[config.mk]
export PLATFORM = sky130hd
export DESIGN_NAME = fp_dot_seq
export DESIGN_NICKNAME = d
export VERILOG_FILES = /design/src/rtl/fp_dot_seq_pkg.sv /design/src/rtl/fp_dot_seq.sv
export SDC_FILE = /design/constraint.sdc
export NUM_CORES = 1
export LEC_CHECK = 0
export ABC_AREA = 1
export ABC_CLOCK_PERIOD_IN_PS = 2740
export BUFFER_PORTS_ARGS = -buffer_cell sky130_fd_sc_hd__buf_2
export CAP_MARGIN = 20
export CORE_MARGIN = 2
export CORE_UTILIZATION = 51
export DETAILED_ROUTE_END_ITERATION = 10
export HOLD_SLACK_MARGIN = 0.05
export PLACE_DENSITY = 0.77
export SLEW_MARGIN = 20
export SYNTH_ARGS = -nofsm -noshare
export SYNTH_HDL_FRONTEND = slang
export SYNTH_SLANG_ARGS = --single-unit
[constraint.sdc]
create_clock -name clk -period 2.74 [get_ports clk]
set_input_delay 0.137 -clock clk [delete_from_list [all_inputs] [get_ports clk]]
set_output_delay 0.137 -clock clk [all_outputs]
set_load 0.01 [all_outputs]
[src/rtl/fp_dot_seq_pkg.sv]
// rtl/fp_dot_seq_pkg.sv - shared state encoding and default timing for FP MAC controllers
// Contents:
//   state_t        3-bit controller state type
//   S_IDLE..S_DONE state encodings
//   MAC_LAT_DEF    default MAC latency (input-valid cycle to result-valid cycle)
//   TMO_DEF        default extra cycles beyond MAC latency before a timeout
package fp_dot_seq_pkg;

    typedef logic [2:0] state_t;

    localparam state_t S_IDLE  = 3'd0;
    localparam state_t S_FETCH = 3'd1;
    localparam state_t S_ISSUE = 3'd2;
    localparam state_t S_WAIT  = 3'd3;
    localparam state_t S_DONE  = 3'd4;

    localparam int MAC_LAT_DEF = 16;
    localparam int TMO_DEF     = 8;

endpackage

[src/rtl/fp_dot_seq.sv]
// rtl/fp_dot_seq.sv - sequential FP dot-product controller driving an external FP MAC
// Ports:
//   clk, rst                  clock, synchronous active-high reset
//   start, len                request a dot product of len (0..256) elements
//   busy, done, err, result   status, one-cycle completion pulse, timeout flag, IEEE-754 sum
//   mem_rd_en, mem_addr       operand-memory read strobe and element index
//   a_data, b_data            operands, valid the cycle after mem_rd_en
//   mac_in_valid, mac_a/b/c   MAC operand stream (c carries the running accumulator)
//   mac_res_valid, mac_res    MAC result stream (a*b+c)
module fp_dot_seq
    import fp_dot_seq_pkg::*;
#(
    parameter int MAC_LAT = MAC_LAT_DEF,
    parameter int TMO     = TMO_DEF
) (
    input  logic        clk,
    input  logic        rst,
    input  logic        start,
    input  logic [8:0]  len,
    output logic        busy,
    output logic        done,
    output logic        err,
    output logic [31:0] result,
    output logic        mem_rd_en,
    output logic [7:0]  mem_addr,
    input  logic [31:0] a_data,
    input  logic [31:0] b_data,
    output logic        mac_in_valid,
    output logic [31:0] mac_a,
    output logic [31:0] mac_b,
    output logic [31:0] mac_c,
    input  logic        mac_res_valid,
    input  logic [31:0] mac_res
);

    localparam int LIMIT = MAC_LAT + TMO;
    localparam int WCW   = $clog2(LIMIT + 1);

    state_t         state;
    state_t         state_nxt;
    logic [8:0]     len_q;
    logic [8:0]     idx;
    logic [31:0]    acc;
    logic [WCW-1:0] wait_cnt;
    logic [31:0]    a_q;
    logic [31:0]    b_q;
    logic [31:0]    c_q;
    logic [31:0]    result_q;
    logic           err_q;
    logic           timeout;
    logic           last_elem;

    // The current WAIT cycle is the LIMIT-th one since the issue.
    assign timeout   = (wait_cnt == WCW'(LIMIT - 1));
    // idx is 9 bits so that len=256 is reached instead of wrapping to 0.
    assign last_elem = ((idx + 9'd1) == len_q);

    // State register
    always_ff @(posedge clk) begin
        if (rst) begin
            state <= S_IDLE;
        end else begin
            state <= state_nxt;
        end
    end

    // Next-state logic
    always_comb begin
        state_nxt = state;
        case (state)
            S_IDLE: begin
                if (start) begin
                    state_nxt = (len == 9'd0) ? S_DONE : S_FETCH;
                end
            end
            S_FETCH: state_nxt = S_ISSUE;
            S_ISSUE: state_nxt = S_WAIT;
            S_WAIT: begin
                if (mac_res_valid) begin
                    state_nxt = last_elem ? S_DONE : S_FETCH;
                end else if (timeout) begin
                    state_nxt = S_DONE;
                end
            end
            S_DONE:  state_nxt = S_IDLE;
            default: state_nxt = S_IDLE;
        endcase
    end

    // Datapath registers. result is loaded on the edge that enters DONE
    // (with the value acc takes on that same edge) so that result is
    // already valid in the cycle done is high.
    always_ff @(posedge clk) begin
        if (rst) begin
            len_q    <= '0;
            idx      <= '0;
            acc      <= '0;
            wait_cnt <= '0;
            a_q      <= '0;
            b_q      <= '0;
            c_q      <= '0;
            result_q <= '0;
            err_q    <= 1'b0;
        end else begin
            case (state)
                S_IDLE: begin
                    if (start) begin
                        len_q <= len;
                        idx   <= '0;
                        acc   <= '0;
                        err_q <= 1'b0;
                        if (len == 9'd0) begin
                            result_q <= '0;
                        end
                    end
                end
                S_ISSUE: begin
                    wait_cnt <= '0;
                    a_q      <= a_data;
                    b_q      <= b_data;
                    c_q      <= acc;
                end
                S_WAIT: begin
                    wait_cnt <= wait_cnt + WCW'(1);
                    if (mac_res_valid) begin
                        acc <= mac_res;
                        idx <= idx + 9'd1;
                        if (last_elem) begin
                            result_q <= mac_res;
                        end
                    end else if (timeout) begin
                        err_q    <= 1'b1;
                        result_q <= acc;
                    end
                end
                default: ;
            endcase
        end
    end

    // Outputs. MAC operands pass through live in ISSUE and hold their
    // captured copies everywhere else.
    always_comb begin
        busy         = (state != S_IDLE);
        done         = (state == S_DONE);
        err          = err_q;
        result       = result_q;
        mem_rd_en    = (state == S_FETCH);
        mem_addr     = idx[7:0];
        mac_in_valid = (state == S_ISSUE);
        mac_a        = a_q;
        mac_b        = b_q;
        mac_c        = c_q;
        if (state == S_ISSUE) begin
            mac_a = a_data;
            mac_b = b_data;
            mac_c = acc;
        end
    end

endmodule

==> reports/metrics.cfg <==
[status]
outcome = completed

[sta]
hold_viol = 0
fin_worst_skew_ps = 6.18
tns_ps = 0
fin_crit_sh = 0.841
rsz0062_at_grt = false
slew_viol_final = 0
worst_pin_slew_ps = 747
min_period_ps = 2300
setup_viol = 0
clock.fmax_mhz = 434
max_slew_margin = 0.501

[finish]
instances_no_fill = 1701
layout.nets = 1583
final_core_util = 0.705
fillCellCount = 1254
antenna_cells = 0
syn_to_final_growth_pct = 36.5
final_area_um2 = 11100
drive_above_1_share = 0.271

[yosys]
synthTopCellsByCount = nand2_1 (197), dfxtp_1 (187), inv_1 (186)
syn_area_per_cell_um2 = 7.04
synthCells = 1157
ys.flop_type = dfxtp_1
synthesis.area_um2 = 8150
ys_seq_area_frac = 0.459
synthArstFlopShare = 0
ys_types = 30
yosys_warnings = 0
ys_ff_latch = 187
synth_top_area_frac = 0.459
yosys.area.top_type = dfxtp_1
yosysMostFrequentCell = nand2_1
synth_area_leaders = dfxtp_1 (46%), nand2_1 (9.1%), inv_1 (8.6%), nor2_1 (7.9%), or2_2 (7.4%)
synth_fp_nets = 1268
synth_edf_count = 0

[die]
ios = 250
die_w_um = 130
die_y_um = 130
dieArea_um2 = 17000
initial_utilization = 0.517
coreArea_um2 = 15800
rows = 46

[routing]
vias = 8246
vias_per_cell = 4.85
wl_per_cell_um = 13.2
drc = 0
drt_wl_total_mm = 22.4
first_pass_iters = 5
ant_nets = 0
drt-initial-drc-count = 604

[setup_path]
cp_max_fo = 64
cpMostUsedCell = nand2_1
critPathMaxStageDelay_ps = 430
arrival_ps = 2630
start_kind = register
regToRegStartpoint = idx[0]$_SDFFE_PP0P_
worstSetupPathType = reg -> reg
end_kind = register
crit_chain = ha_1, nand2_2, nor2_2, nand3b_1, nand2_1, nand2_1, nand2_1, nor2_1, nand3_1, nand3_2, nand3_4, buf_6, nand2_1, nand2_1, nor2_1
crit_slowest_cell = dfxtp_1
critPathRequiredTime_ps = 3070
worstSetupStartpoint = idx[0]$_SDFFE_PP0P_

[cts]
clkLatencyLatePin_ps = 430
tritoncts = built
clk_path_buf_depth = 2
postCtsSetupBuffers = 0
cts_buffers = 17
htreeDepth = 4
cts.clk_slew.worst_paths_ps = 70
cts.sinks = 187
cts_root_buf = clkbuf_16

[placement]
placed_area_um2 = 9460
dpl.hpwl_mm = 13.5
io_buffer_count = 249
dpl.cell_count = 1566
place.gp.congestion = 0.867

[min_path]
hold_path.startpoint = len[7]
min_path_type = in -> reg

[grt]
grt_pass1_vias = 7853
grt_max_degree = 99
grt_usage = 0.262
overflow = 0
antenna_found_initial = 0
grt_pass1_wl_mm = 35.8

[power]
power_density_nw_per_um2 = 1080
ir_drop_uv = 654
p_leak_nw = 6.38

[flow_run]
max-cap-violations = 0

-- worst max-delay path, delay by kind of cell (launching register included) --
family        cells  cell delay, ps
buf+inv           1             370
fa+ha+maj         1             240
flops             1             430
simple gates     13            1130
-- report_power, final --
group / internal [mW] / switching [mW]
Sequential: 3.52 / 0.272
Clock: 1.57 / 1.03
Combinational: 2.32 / 3.32
Total: 7.41 / 4.62
-- flip-flops by register name, summed over array words and instances, names as in the netlist --
register	count
idx	9
b_q	32
len_q	9
err	1
result	32
acc	32
state	3
c_q	32
wait_cnt	5
a_q	32
-- stage by stage --
step	total power [mW]	hold WS [ps]	setup WS, ps
5_1_grt	12.9	88.6	128
3_5_place_dp	9.24	408	299
3_3_place_gp	9.13	406	423
6_report	12.0	64.4	436
4_1_cts	12.0	50.0	297
2_1_floorplan	7.38	286	840
-- final timing paths --
| check | to | slack [ps] | depth (start not counted) |
|---|---|---|---|
| max reg2reg | result[25]$_SDFFE_PP0P_ | 440 | 15 |
| min | len_q[7]$_SDFFE_PP0P_ | 60 | 3 |
| max | result[25]$_SDFFE_PP0P_ | 440 | 15 |
| min reg2reg | err$_SDFFE_PP0P_ | 470 | 2 |
-- cell type report --
class                      instances  area, um^2  share of cell area
sequential                       187        3740               0.337
inverter                         191         717              0.0644
tap                              216         270              0.0243
multi-input combinational        709        3370               0.303
clock inverter                    11         166              0.0150
timing repair buffer             366        2400               0.216
clock buffer                      21         460              0.0414
-- logic make-up (layout without fill, tap and decap cells) --
| kind of cell | count (synthesis) | in the layout | synth area share |
|---|---|---|---|
| buffers and inverters | 261 | 589 | 0.128 |
| adders and majority gates | 2 | 2 | 0.00307 |
| and+or+nand+nor | 501 | 501 | 0.272 |
| xor gates and xnor gates | 3 | 3 | 0.00322 |
| AOI/OAI and AO/OA | 203 | 203 | 0.135 |
| DFF | 187 | 187 | 0.459 |
-- what timing repair did --
action	CTS	global route
gates resized for setup	0	1
hold buffers	103	0
setup endpoints to repair	0	3
hold endpoints to repair	102	0
-- metal layers --
metal	GRT usage	wire length [um]	up-vias
met5	0	0	-
met4	0.135	817	0
met3	0.0460	1090	69
met2	0.449	11000	268
met1	0.316	9520	3754
li1	-	-	4155
-- layout by cell type, fill, tap and decap left out, types with 3 or more instances in the layout --
| cell | synthesis | layout |
|---|---|---|
| nor2_1 | 172 | 172 |
| clkinvlp_4 | 0 | 3 |
| nor3_1 | 4 | 4 |
| or2_2 | 96 | 96 |
| buf_2 | 6 | 248 |
| a22oi_1 | 32 | 32 |
| inv_1 | 186 | 185 |
| dlygate4sd3_1 | 0 | 103 |
| o21ai_0 | 110 | 110 |
| nand2_1 | 197 | 196 |
| bufinv_16 | 0 | 4 |
| nand4_1 | 3 | 3 |
| inv_2 | 5 | 6 |
| buf_4 | 9 | 13 |
| clkinv_2 | 0 | 3 |
| nand3_1 | 19 | 19 |
| clkbuf_16 | 0 | 17 |
| dfxtp_1 | 187 | 187 |
| a21oi_1 | 59 | 59 |
No activity file was read; power rests on OpenSTA's default activity.
